### src/rtl/drive_mode_controller.sv
// Drive mode controller: engine start/stop sequencing and gear-selector arbitration.
// Enforces brake-to-start, park-to-stop, zero-speed for P/R and fuel-out stall.
module drive_mode_controller #(
  parameter int unsigned CRANK_TICKS = 2,
  parameter logic [3:0]  GEAR_P      = 4'd3,
  parameter logic [3:0]  GEAR_R      = 4'd6,
  parameter logic [3:0]  GEAR_N      = 4'd9,
  parameter logic [3:0]  GEAR_D      = 4'd12
) (
  input  logic       clk,
  input  logic       rst,
  input  logic       tick_1sec,
  input  logic       btn_start,
  input  logic       req_gear_valid,
  input  logic [3:0] req_gear,
  input  logic       is_brake_normal,
  input  logic       is_brake_hard,
  input  logic [7:0] speed,
  input  logic [7:0] fuel,
  output logic       engine_on,
  output logic [3:0] current_gear,
  output logic       crank_active,
  output logic       stall,
  output logic       start_reject,
  output logic       shift_done,
  output logic       shift_reject
);

  typedef enum logic [1:0] {StOff, StCrank, StRun, StStall} state_e;

  localparam logic [3:0] LastTick = 4'(CRANK_TICKS - 1);

  state_e     state_q, state_d;
  logic [3:0] cnt_q, cnt_d;
  logic       start_reject_d;
  logic       shift_done_d, shift_reject_d;

  logic brake, fuel_out, in_park, stopped, start_ok, stop_ok;

  assign brake    = is_brake_normal | is_brake_hard;
  assign fuel_out = (fuel == 8'd0);
  assign in_park  = (current_gear == GEAR_P);
  assign stopped  = (speed == 8'd0);
  assign start_ok = brake & in_park & ~fuel_out;
  assign stop_ok  = stopped & in_park;

  // Engine next-state, crank counter and start-reject decision.
  always_comb begin
    state_d        = state_q;
    cnt_d          = cnt_q;
    start_reject_d = 1'b0;
    case (state_q)
      StOff: begin
        if (btn_start) begin
          if (start_ok) begin
            state_d = StCrank;
            cnt_d   = 4'd0;
          end else begin
            start_reject_d = 1'b1;
          end
        end
      end
      StCrank: begin
        // Abort beats a coincident tick.
        if (!brake || fuel_out) begin
          state_d = StOff;
        end else if (tick_1sec) begin
          if (cnt_q == LastTick) state_d = StRun;
          else                   cnt_d   = cnt_q + 4'd1;
        end
      end
      StRun: begin
        if (fuel_out) begin
          state_d = StStall;
        end else if (btn_start) begin
          if (stop_ok) state_d        = StOff;
          else         start_reject_d = 1'b1;
        end
      end
      StStall: begin
        if (btn_start) begin
          if (start_ok) begin
            state_d = StCrank;
            cnt_d   = 4'd0;
          end else begin
            start_reject_d = 1'b1;
          end
        end
      end
      default: state_d = StOff;
    endcase
  end

  // Gear arbiter, judged against the pre-edge state, gear and speed.
  always_comb begin
    logic code_ok, target_ok, brake_ok, speed_ok;
    code_ok   = (req_gear == GEAR_P) || (req_gear == GEAR_R) ||
                (req_gear == GEAR_N) || (req_gear == GEAR_D);
    // With the engine not running only P and N are reachable.
    target_ok = (state_q == StRun) || (req_gear == GEAR_P) || (req_gear == GEAR_N);
    brake_ok  = !in_park || brake;
    if ((req_gear == GEAR_P) || (req_gear == GEAR_R)) begin
      speed_ok = stopped;
    end else if ((req_gear == GEAR_D) && (current_gear == GEAR_R)) begin
      speed_ok = stopped;
    end else begin
      speed_ok = 1'b1;
    end
    shift_done_d   = 1'b0;
    shift_reject_d = 1'b0;
    if (req_gear_valid && (req_gear != current_gear)) begin
      if (code_ok && target_ok && brake_ok && speed_ok) shift_done_d   = 1'b1;
      else                                              shift_reject_d = 1'b1;
    end
  end

  // State, counter and all registered outputs.
  always_ff @(posedge clk or posedge rst) begin
    if (rst) begin
      state_q      <= StOff;
      cnt_q        <= 4'd0;
      current_gear <= GEAR_P;
      engine_on    <= 1'b0;
      crank_active <= 1'b0;
      stall        <= 1'b0;
      start_reject <= 1'b0;
      shift_done   <= 1'b0;
      shift_reject <= 1'b0;
    end else begin
      state_q      <= state_d;
      cnt_q        <= cnt_d;
      engine_on    <= (state_d == StRun);
      crank_active <= (state_d == StCrank);
      stall        <= (state_d == StStall);
      start_reject <= start_reject_d;
      shift_done   <= shift_done_d;
      shift_reject <= shift_reject_d;
      if (shift_done_d) current_gear <= req_gear;
    end
  end

endmodule

### config.mk
export PLATFORM = sky130hd
export DESIGN_NAME = drive_mode_controller
export DESIGN_NICKNAME = d
export VERILOG_FILES = /design/src/rtl/drive_mode_controller.sv
export SDC_FILE = /design/constraint.sdc
export NUM_CORES = 1
export LEC_CHECK = 0
export BUFFER_PORTS_ARGS = -buffer_cell sky130_fd_sc_hd__buf_4
export CORE_MARGIN = 3
export CORE_UTILIZATION = 33
export DETAILED_ROUTE_END_ITERATION = 16
export PLACE_DENSITY_LB_ADDON = 0.15
export SLEW_MARGIN = 20
export SYNTH_ARGS = -nofsm -noshare
export SYNTH_HDL_FRONTEND = slang
export SYNTH_SLANG_ARGS = --single-unit
export TNS_END_PERCENT = 30
### constraint.sdc
create_clock -name clk -period 1.82 [get_ports clk]
set_input_delay 0.182 -clock clk [delete_from_list [all_inputs] [get_ports clk]]
set_output_delay 0.182 -clock clk [all_outputs]
set_load 0.02 [all_outputs]
==> results of run 1 <==
==> cell families (layout without fill, tap and decap cells) <==
logic type | after synthesis | count (layout) | synth area share [%]
adders and majority gates | 5 | 5 | 6.25
muxes | 5 | 5 | 6.00
AOI/OAI and AO/OA | 23 | 23 | 17.0
buffers and inverters | 10 | 64 | 4.50
and+or+nand+nor | 35 | 35 | 21.6
xor gates and xnor gates | 5 | 5 | 4.37
DFF | 16 | 16 | 40.3
==> area by class of cell <==
class,count,area (sq um)
Clock buffer,4,26.3
Fill cell,272,1370
Inverter,8,30.0
Multi-Input combinational cell,73,567
Sequential cell,16,403
Tap cell,31,38.8
Timing Repair Buffer,52,393
==> synthesized netlist by cell type, types with 2 or more instances <==
master   number
dfrtp_1      14
nor2b_1       2
dfstp_2       2
nor4_1        2
xor2_1        4
a31oi_1       2
o21ai_0       6
mux2i_1       3
nor3b_1       3
inv_1         8
nand2_1       8
a21oi_1       3
ha_1          5
a31o_2        2
mux2_4        2
nor2_1        7
or4_4         2
==> final timing paths <==
kind	start	endpoint	slack, ns	cells after the start
min	req_gear[1]	current_gear[3]	0.12	2
min reg2reg	cnt_q[0]	cnt_q[1]	0.60	2
min in group asynchronous	rst	cnt_q[2]	0.52	3
max in group asynchronous	rst	state_q[1]	0.88	3
max	current_gear[0]	current_gear[0]	0.12	4
max reg2reg	current_gear[0]	current_gear[0]	0.12	4
==> through the flow <==
step                std cells  area (sq um)  hold WS [ns]  setup TNS (ns)  power, mW
floorplan                  99          1000        0.0943               0       1.29
global placement          177          1390         0.310               0       1.70
detailed placement        177          1390         0.319               0       1.72
CTS                       182          1430         0.113               0       1.93
global route              184          1460         0.130         -0.0196       2.13
finish                    184          1460         0.118               0       1.96
==> metal layers <==
| metal | wire [um] | up-vias |
|---|---|---|
| met2 | 1160 | 33 |
| met1 | 1060 | 448 |
| met5 | 0 | - |
| met3 | 154 | 4 |
| li1 | - | 471 |
| met4 | 40 | 0 |
==> flip-flops by register name, indices dropped and copies added, names as in the netlist <==
register,cells
cnt_q,4
crank_active,1
current_gear,4
engine_on,1
shift_done,1
shift_reject,1
stall,1
start_reject,1
state_q,2
==> where the power goes <==
part	switching (mW)	internal (mW)	total, mW
clock network	0.118	0.0853	0.203
logic	0.553	0.591	1.14
registers	0.104	0.508	0.612
total	0.774	1.18	1.96
==> timing repair <==
item,in CTS,in global routing
hold buffers,1,0
hold endpoints to repair,14,0
gates resized for setup,0,3
setup buffers,0,2
endpoints found under the setup margin,0,9
==> impl_results.md, run 1 <==
- CTS max path bufs: 2
- Crit path max-delay cell type: dfstp_2
- Maximum vdd drop: ~690 uV
- Critical Path, Cell by Cell: xor2_1, o41ai_1, or2_4, mux2_4
- Met1 Track Usage GR: a little under a fifth
- Total number of vias: approximately 960
- Startpoint types: flip-flop
- Yosys warning total: 0
- FFs w/ async S/R, synth: 100%
- TritonCTS clock tree: yes
- Synth area leader: dfrtp_1
- Slew headroom: a little under three fifths
- Crit path max-delay family: flip-flops
- Final Max Tran Viols: 0
- Pin count of the biggest net entering global routing: 17
- Worst-margin pin slew: around 0.64 ns
- First-pass DRT Iterations: 4
- Tightest Hold Check Type: input port to flip-flop
- Drt initial violations: 19
- Share of the synthesized area in the top cell type: 35.0%
- Worst Setup End Kind: flip-flop
- Critical Path RT: 2.04 ns
- Routed Wire Length: roughly 2400 um
- Initial antenna violation count: 0
- GR peak layer: met2
- Crit path time final: 1.70 ns
- Final core utilization: around half
- Mean post-synth cell area: between 10 and 15 sq um
- DR WL/cell: 13.1 um
- Post-synth EDFFs: 0
- Global route overflow: 0
- Fmax: roughly 590 MHz
- PortBufs: 36
- Commonest register cell after synthesis: dfrtp_1
- Initial core utilization: 35.4%
- Mapped Cells: 99
- Residual DRC: 0
- Cell variety after synth: 41
- Clock Latency Late Sink: around 0.29 ns
- CTS H-Tree Depth: 1
- Register area share after synthesis: about two fifths
- GR Util met3: under 10%
- DRT antenna net count: 0
- Worst Path Buf+Inv: 0
- Layout cell share with drive strength beyond 1: about 45%
- Pwr dens: roughly 1300 nW/um^2
- Post-place setup slack: 0.0255 ns
- Vias in the first global route: between 800 and 900
- Final Hold Violating Endpoints: 0
- Fin crit share: between 90% and 100%
- Chip height: 61.1 um
- Total track usage: between 10% and 20%
- Global-route wire length before repair: between 3000 and 4000 um
- Post-Syn Nets: about 130
- Worst-path clk slew: about 0.090 ns
- Vias per Instance: between 5 and 6
- Core area: 2830 sq um
- Final worst slack: about 0.12 ns
- Top post-synthesis cells by area: dfrtp_1 35%, ha_1 6.3%, dfstp_2 5.3%
- # nets final: about 190
- TritonCTS Buffers: 3
- ANT cells: 0
- Post-DP HPWL: 1920 um
- Met2 global-route usage: around 22%
- Biggest cell delay along the critical path: about 0.58 ns
- CTS Sinks: 16
- Die width: slightly above 60 um
- Gpl congestion: ~0.85
- IO Count: 37
- Worst Path Class, Setup: flip-flop to flip-flop
- Max-cap violations: 0
- Pleak: 0.719 nW
- CP Max Fanout: 5
- Commonest cells after routing, fill and taps aside: 51 x buf_4, 14 x dfrtp_1, 8 x inv_1, 8 x nand2_1, 7 x nor2_1
- Root buffer cell: clkbuf_4
- # rows: 19
- Syn Std Cell Area: around 1000 sq um
- Die area: about 3700 sq um
- Clock Skew: ~0.0097 ns
- Crit path DAT: roughly 1.9 ns
- Layout Area Growth over Synthesis: 45.6%
- Status: finished, final reports clean
- FF+latch count, synth: 16
- Most common cell after layout, fill and taps aside: buf_4
- # setup viols final: 0
No activity file was read; power rests on OpenSTA's default activity.
==> run 2: changes to the inputs <==
--- a/config.mk
+++ b/config.mk
@@ -8,6 +8,7 @@
 export BUFFER_PORTS_ARGS = -buffer_cell sky130_fd_sc_hd__buf_4
 export CORE_MARGIN = 3
 export CORE_UTILIZATION = 33
+export CTS_CLUSTER_DIAMETER = 120
 export DETAILED_ROUTE_END_ITERATION = 16
 export PLACE_DENSITY_LB_ADDON = 0.15
 export SLEW_MARGIN = 20
==> constraint.sdc (replaced) <==
create_clock -name clk -period 1.85 [get_ports clk]
set_input_delay 0.185 -clock clk [delete_from_list [all_inputs] [get_ports clk]]
set_output_delay 0.185 -clock clk [all_outputs]
set_load 0.02 [all_outputs]
==> run 2 against run 1 <==
  * First-iteration DRC count grew 26%
  * Flip-flop and latch count unchanged
  * Via count down 0.52%
  * Critical path depth is 1 higher
  * Sequential share of layout area rose by 0.062 points
  * Critical endpoint is now cnt_q[2]
  * Largest power group unchanged
==> impl_results.md, run 2 (synthesized netlist as in run 1, its figures left out) <==
- Status: finished, final reports clean
- DR WL/cell: 13.1 um (about the same)
- Vias in the first global route: 872 (-0.68%)
- Pwr dens: 1340 nW/um^2 (about the same)
- Die width: 61.1 um (unchanged)
- Post-DP HPWL: 1940 um (+1.2%)
- Vias per Instance: 5.20 (about the same)
- DRT antenna net count: 0 (unchanged)
- Worst Setup End Kind: flip-flop
- CTS Sinks: 16 (unchanged)
- Global-route wire length before repair: 3750 um (-1.6%)
- Maximum vdd drop: 671 uV (-2.5%)
- CP Max Fanout: 5 (unchanged)
- Largest regs: cnt_q: 4 flops, current_gear: 4 flops, state_q: 2 flops
- First-pass DRT Iterations: 4 (unchanged)
- Tightest Hold Check Type: input port to flip-flop
- Final Max Tran Viols: 0 (unchanged)
- # setup viols final: 0 (unchanged)
- R2r setup slk: 0.03 ns (-0.08 ns)
- Crit path max-delay cell type: dfstp_2
- Root buffer cell: clkbuf_4
- Fin crit share: 98.2% (+4.6 points)
- IO Count: 37 (unchanged)
- Worst Path Buf+Inv: 1 (+1)
- Final Hold Violating Endpoints: 0 (unchanged)
- Routed Wire Length: 2400 um (-0.58%)
- Global route overflow: 0 (unchanged)
- Placed cells: 175 (-1.1%)
- Residual DRC: 0 (unchanged)
- PortBufs: 36 (unchanged)
- # rows: 19 (unchanged)
- CTS H-Tree Depth: 1 (unchanged)
- Post-Layout Cell Count: 183 (-0.54%)
- Die area: 3730 sq um (unchanged)
- RSZ-0062 raised after global routing: yes
- Commonest cells after routing, fill and taps aside: 50 x buf_4, 13 x dfrtp_1, 8 x inv_1, 8 x nand2_1, 7 x nor2_1
- Core area: 2830 sq um (unchanged)
- Crit path time final: 1.82 ns (+0.113 ns)
- Final TNS setup: 0 ns (unchanged)
- Initial core utilization: 35.4% (unchanged)
- CTS max path bufs: 2 (unchanged)
- Biggest cell delay along the critical path: 0.59 ns (about the same)
- Total number of vias: 951 (-0.52%)
- Total track usage: 13.4% (-0.60 points)
- Crit path max-delay family: flip-flops
- Critical Path RT: 2.03 ns (about the same)
- Slew headroom: 58.0% (+0.61 points)
- Worst Path Class, Setup: flip-flop to flip-flop
- Critical Path, Cell by Cell: and4bb_2, and3_4, o211ai_1, buf_4, a211o_1
- Max-cap violations: 0 (unchanged)
- Worst-path clk slew: 0.09 ns (about the same)
- TritonCTS clock tree: yes
- Initial antenna violation count: 0 (unchanged)
- Clock Skew: 0.00395 ns (-0.00570 ns)
- Chip height: 61.1 um (unchanged)
- Fmax: 550 MHz (-6.2%)
- Crit path DAT: 1.99 ns (+0.06 ns)
- # nets final: 185 (-0.54%)
- Layout Area Growth over Synthesis: 45.8% (about the same)
- Worst-margin pin slew: 0.629 ns (-0.00912 ns)
- Most common cell after layout, fill and taps aside: buf_4
- Drt initial violations: 24 (+5)
- ANT cells: 0 (unchanged)
- Layout cell share with drive strength beyond 1: 47.4% (+2.3 points)
- Power consumption: 1.96 mW (about the same)
- Startpoint types: flip-flop
- Pleak: 0.708 nW (-1.6%)
- Gpl congestion: 0.826 (-2.2%)
- Pin count of the biggest net entering global routing: 17 (unchanged)
- Clock Latency Late Sink: 0.28 ns (about the same)
- TritonCTS Buffers: 3 (unchanged)
[run 2: through the flow]
stage	util, %	instance area (sq um)	hold slack, ns	setup slack (ns)
after floorplan	-	1000	0.0973	0.0583
after global placement	48.7	1380	0.307	0.0628
after detailed placement	48.7	1380	0.317	0.0230
after CTS	50.0	1410	0.122	0.0152
after global routing	51.6	1460	0.143	-0.0212
final	51.6	1460	0.125	0.0332
[run 2: final cells by class]
type / count / area, sq um
Sequential cell: 16 / 404
Fill cell: 266 / 1370
Inverter: 8 / 30.0
Multi-Input combinational cell: 73 / 574
Tap cell: 31 / 38.8
Timing Repair Buffer: 51 / 385
Clock buffer: 4 / 26.3
[run 2: power by group]
| part | total [mW] | internal [mW] | switching [mW] |
|---|---|---|---|
| Sequential | 0.615 | 0.502 | 0.113 |
| Combinational | 1.15 | 0.592 | 0.556 |
| Clock | 0.197 | 0.0837 | 0.113 |
[run 2: worst register-to-register path, delay by kind of cell, from the launching register on]
family	cells	cell delay, ns
AOI/OAI and AO/OA	2	0.46
buffers and inverters	1	0.19
DFF	1	0.59
and+or+nand+nor	2	0.46
[run 2: layer usage]
metal	part of all wire [%]	GRT usage, %
met1	44	18.8
met3	7.8	3.98
met2	48	20.2
met5	0	0
met4	0.96	3.72
[run 2: path summary, 6_finish.rpt]
check / startpoint / endpoint / cells after the start
worst max-delay path: current_gear[0] / cnt_q[2] / 5
worst min-delay path: req_gear[0] / current_gear[2] / 2
worst max register to register: current_gear[0] / cnt_q[2] / 5
worst min register to register: cnt_q[1] / cnt_q[1] / 2
max in group asynchronous: rst / cnt_q[0] / 3
min in group asynchronous: rst / cnt_q[3] / 3
[run 2: repair_timing]
action | 4_1_cts | 5_1_grt
buffers inserted | 0 | 3
endpoints found under the setup margin | 0 | 10
hold endpoints to repair | 8 | 0
resized for setup | 0 | 8
hold buffers | 1 | 0
==> run 3: changes to the inputs <==
--- a/config.mk
+++ b/config.mk
@@ -6,6 +6,7 @@
 export NUM_CORES = 1
 export LEC_CHECK = 0
 export BUFFER_PORTS_ARGS = -buffer_cell sky130_fd_sc_hd__buf_4
+export CORE_ASPECT_RATIO = 0.5
 export CORE_MARGIN = 3
 export CORE_UTILIZATION = 33
 export CTS_CLUSTER_DIAMETER = 120
==> run 3 against run 2 <==
  * Via count decreased by 1.3%
  * Utilization up 2.5 points
  * Sequential share of layout area shrank 0.44 points
  * Design area up 1.3%
  * Power up 5.4%
  * Wire length decreased by 3.4%
  * Clock skew down 0.0011 ns
  * Register-to-register slack better by 0.07 ns
  * Setup slack better by 0.073 ns
  * Global-route usage up 0.26 points
  * Clock power increased by 58%
  * Critical endpoint is now engine_on
  * Largest cell class unchanged
==> impl_results.md, run 3 (synthesized netlist as in run 1, its figures left out) <==
- Clock Skew: 0.00288 ns (-0.00107 ns)
- Chip height: 44.9 um (-26%)
- Post-DP HPWL: 1840 um (-5.2%)
- Root buffer cell: clkbuf_8
- Most common cell after layout, fill and taps aside: buf_4
- Worst hold slack: 0.00841 ns (-0.117 ns)
- Pin count of the biggest net entering global routing: 17 (unchanged)
- Largest regs: cnt_q: 4 flops, current_gear: 4 flops, state_q: 2 flops
- Routed Wire Length: 2320 um (-3.4%)
- Final worst slack: 0.106 ns (+0.0732 ns)
- # setup viols final: 0 (unchanged)
- Final core utilization: 54.1% (+2.5 points)
- Startpoint types: flip-flop
- Layout Area Growth over Synthesis: 47.6%
- Crit path time final: 1.74 ns (-0.0732 ns)
- Global route overflow: 0 (unchanged)
- # nets final: 184 (-0.54%)
- Die width: 83.9 um (+37%)
- Commonest cells after routing, fill and taps aside: 50 x buf_4, 14 x dfrtp_1, 8 x inv_1, 8 x nand2_1, 7 x nor2_1
- CTS H-Tree Depth: 1 (unchanged)
- Max-cap violations: 0 (unchanged)
- Initial antenna violation count: 0 (unchanged)
- Crit path DAT: 1.89 ns (-0.10 ns)
- Post-place setup slack: 0.0624 ns (+0.0394 ns)
- Core area: 2730 sq um (-3.4%)
- Vias in the first global route: 889 (+1.9%)
- Total track usage: 13.7% (+0.26 points)
- Hold-fix buffers at CTS: 0 (-1)
- # fillers: 263 (-1.1%)
- Initial core utilization: 36.6% (+1.2 points)
- Worst Setup End Kind: flip-flop
- Power consumption: 2.07 mW (+5.4%)
- Fmax: 574 MHz (+4.2%)
- Postcts setup bufs: 0 (unchanged)
- Crit. Startpoint: current_gear[1]
- Fin crit share: 94.2% (-4.0 points)
- CTS max path bufs: 2 (unchanged)
- R2R Path Start: current_gear[1]
- Status: finished, final reports clean
- ANT cells: 0 (unchanged)
- Worst-path clk slew: 0.06 ns (-0.03 ns)
- Drt initial violations: 32 (+33%)
- Worst-margin pin slew: 0.621 ns (-0.00867 ns)
- Slew headroom: 58.6% (+0.58 points)
- Critical Path RT: 1.99 ns (-0.04 ns)
- DRT antenna net count: 0 (unchanged)
- R2r setup slk: 0.11 ns (+0.07 ns)
- TritonCTS Buffers: 3 (unchanged)
- First-pass DRT Iterations: 4 (unchanged)
- Pwr dens: 1400 nW/um^2 (+4.0%)
- Pleak: 0.722 nW (+2.1%)
- TritonCTS clock tree: yes
- CTS resizes: 0 (unchanged)
- Clock Latency Late Sink: 0.25 ns (-0.03 ns)
- Maximum vdd drop: 780 uV (+16%)
- Vias per Instance: 4.99 (-3.9%)
- CP Max Fanout: 5 (unchanged)
- CTS Sinks: 16 (unchanged)
- DR WL/cell: 12.3 um (-5.9%)
- Layout cell share with drive strength beyond 1: 47.0% (-0.35 points)
- Die area: 3770 sq um (+1.1%)
- Gpl congestion: 0.789 (-4.5%)
- Final TNS setup: 0 ns (unchanged)
- Final Max Tran Viols: 0 (unchanged)
- Global-route wire length before repair: 4060 um (+8.5%)
- PortBufs: 36 (unchanged)
- Worst Path Class, Setup: flip-flop to flip-flop
- Total number of vias: 939 (-1.3%)
- Final Hold Violating Endpoints: 0 (unchanged)
- # rows: 13 (-6)
- IO Count: 37 (unchanged)
- Tightest Hold Check Type: input port to asynchronous set/reset pin
- Residual DRC: 0 (unchanged)
[run 3: power by group]
part	internal (mW)	switching, mW	leakage (nW)
Combinational	0.591	0.540	0.496
Clock	0.189	0.123	0.0288
Sequential	0.502	0.120	0.198
[run 3: path summary, 6_finish.rpt]
kind	endpoint	cells after the start
worst max-delay path	engine_on	5
worst max register to register	engine_on	5
worst min register to register	cnt_q[1]	2
min in group clk	current_gear[2]	2
max in group asynchronous	engine_on	2
worst min-delay path	shift_done	2
[run 3: cell type report]
cell class / count / area (sq um) / share of cell area [%]
multi-input cells: 73 / 568 / 38.4
flip-flops and latches: 16 / 403 / 27.3
repair buffers: 50 / 375 / 25.4
clock buffers: 4 / 55.1 / 3.73
well taps: 37 / 46.3 / 3.13
inverters: 8 / 30.0 / 2.03
[run 3: critical path: stages (launching register included)]
cell      delay [ns]
dfstp_2         0.58
and4bb_2        0.28
and3_1          0.20
a21oi_1         0.07
o31a_1          0.30
o21a_1          0.20
[run 3: metrics by stage]
stage,instances,area [sq um]
2_1_floorplan,99,1000
3_3_place_gp,184,1410
3_5_place_dp,184,1410
4_1_cts,188,1460
5_1_grt,188,1480
6_report,188,1480
[run 3: metal layers]
layer  part of all wire, %  global-route usage (%)
met5                     0                       0
met4                   1.2                    5.45
met3                   7.8                    5.28
met2                    45                    21.3
met1                    46                    17.5
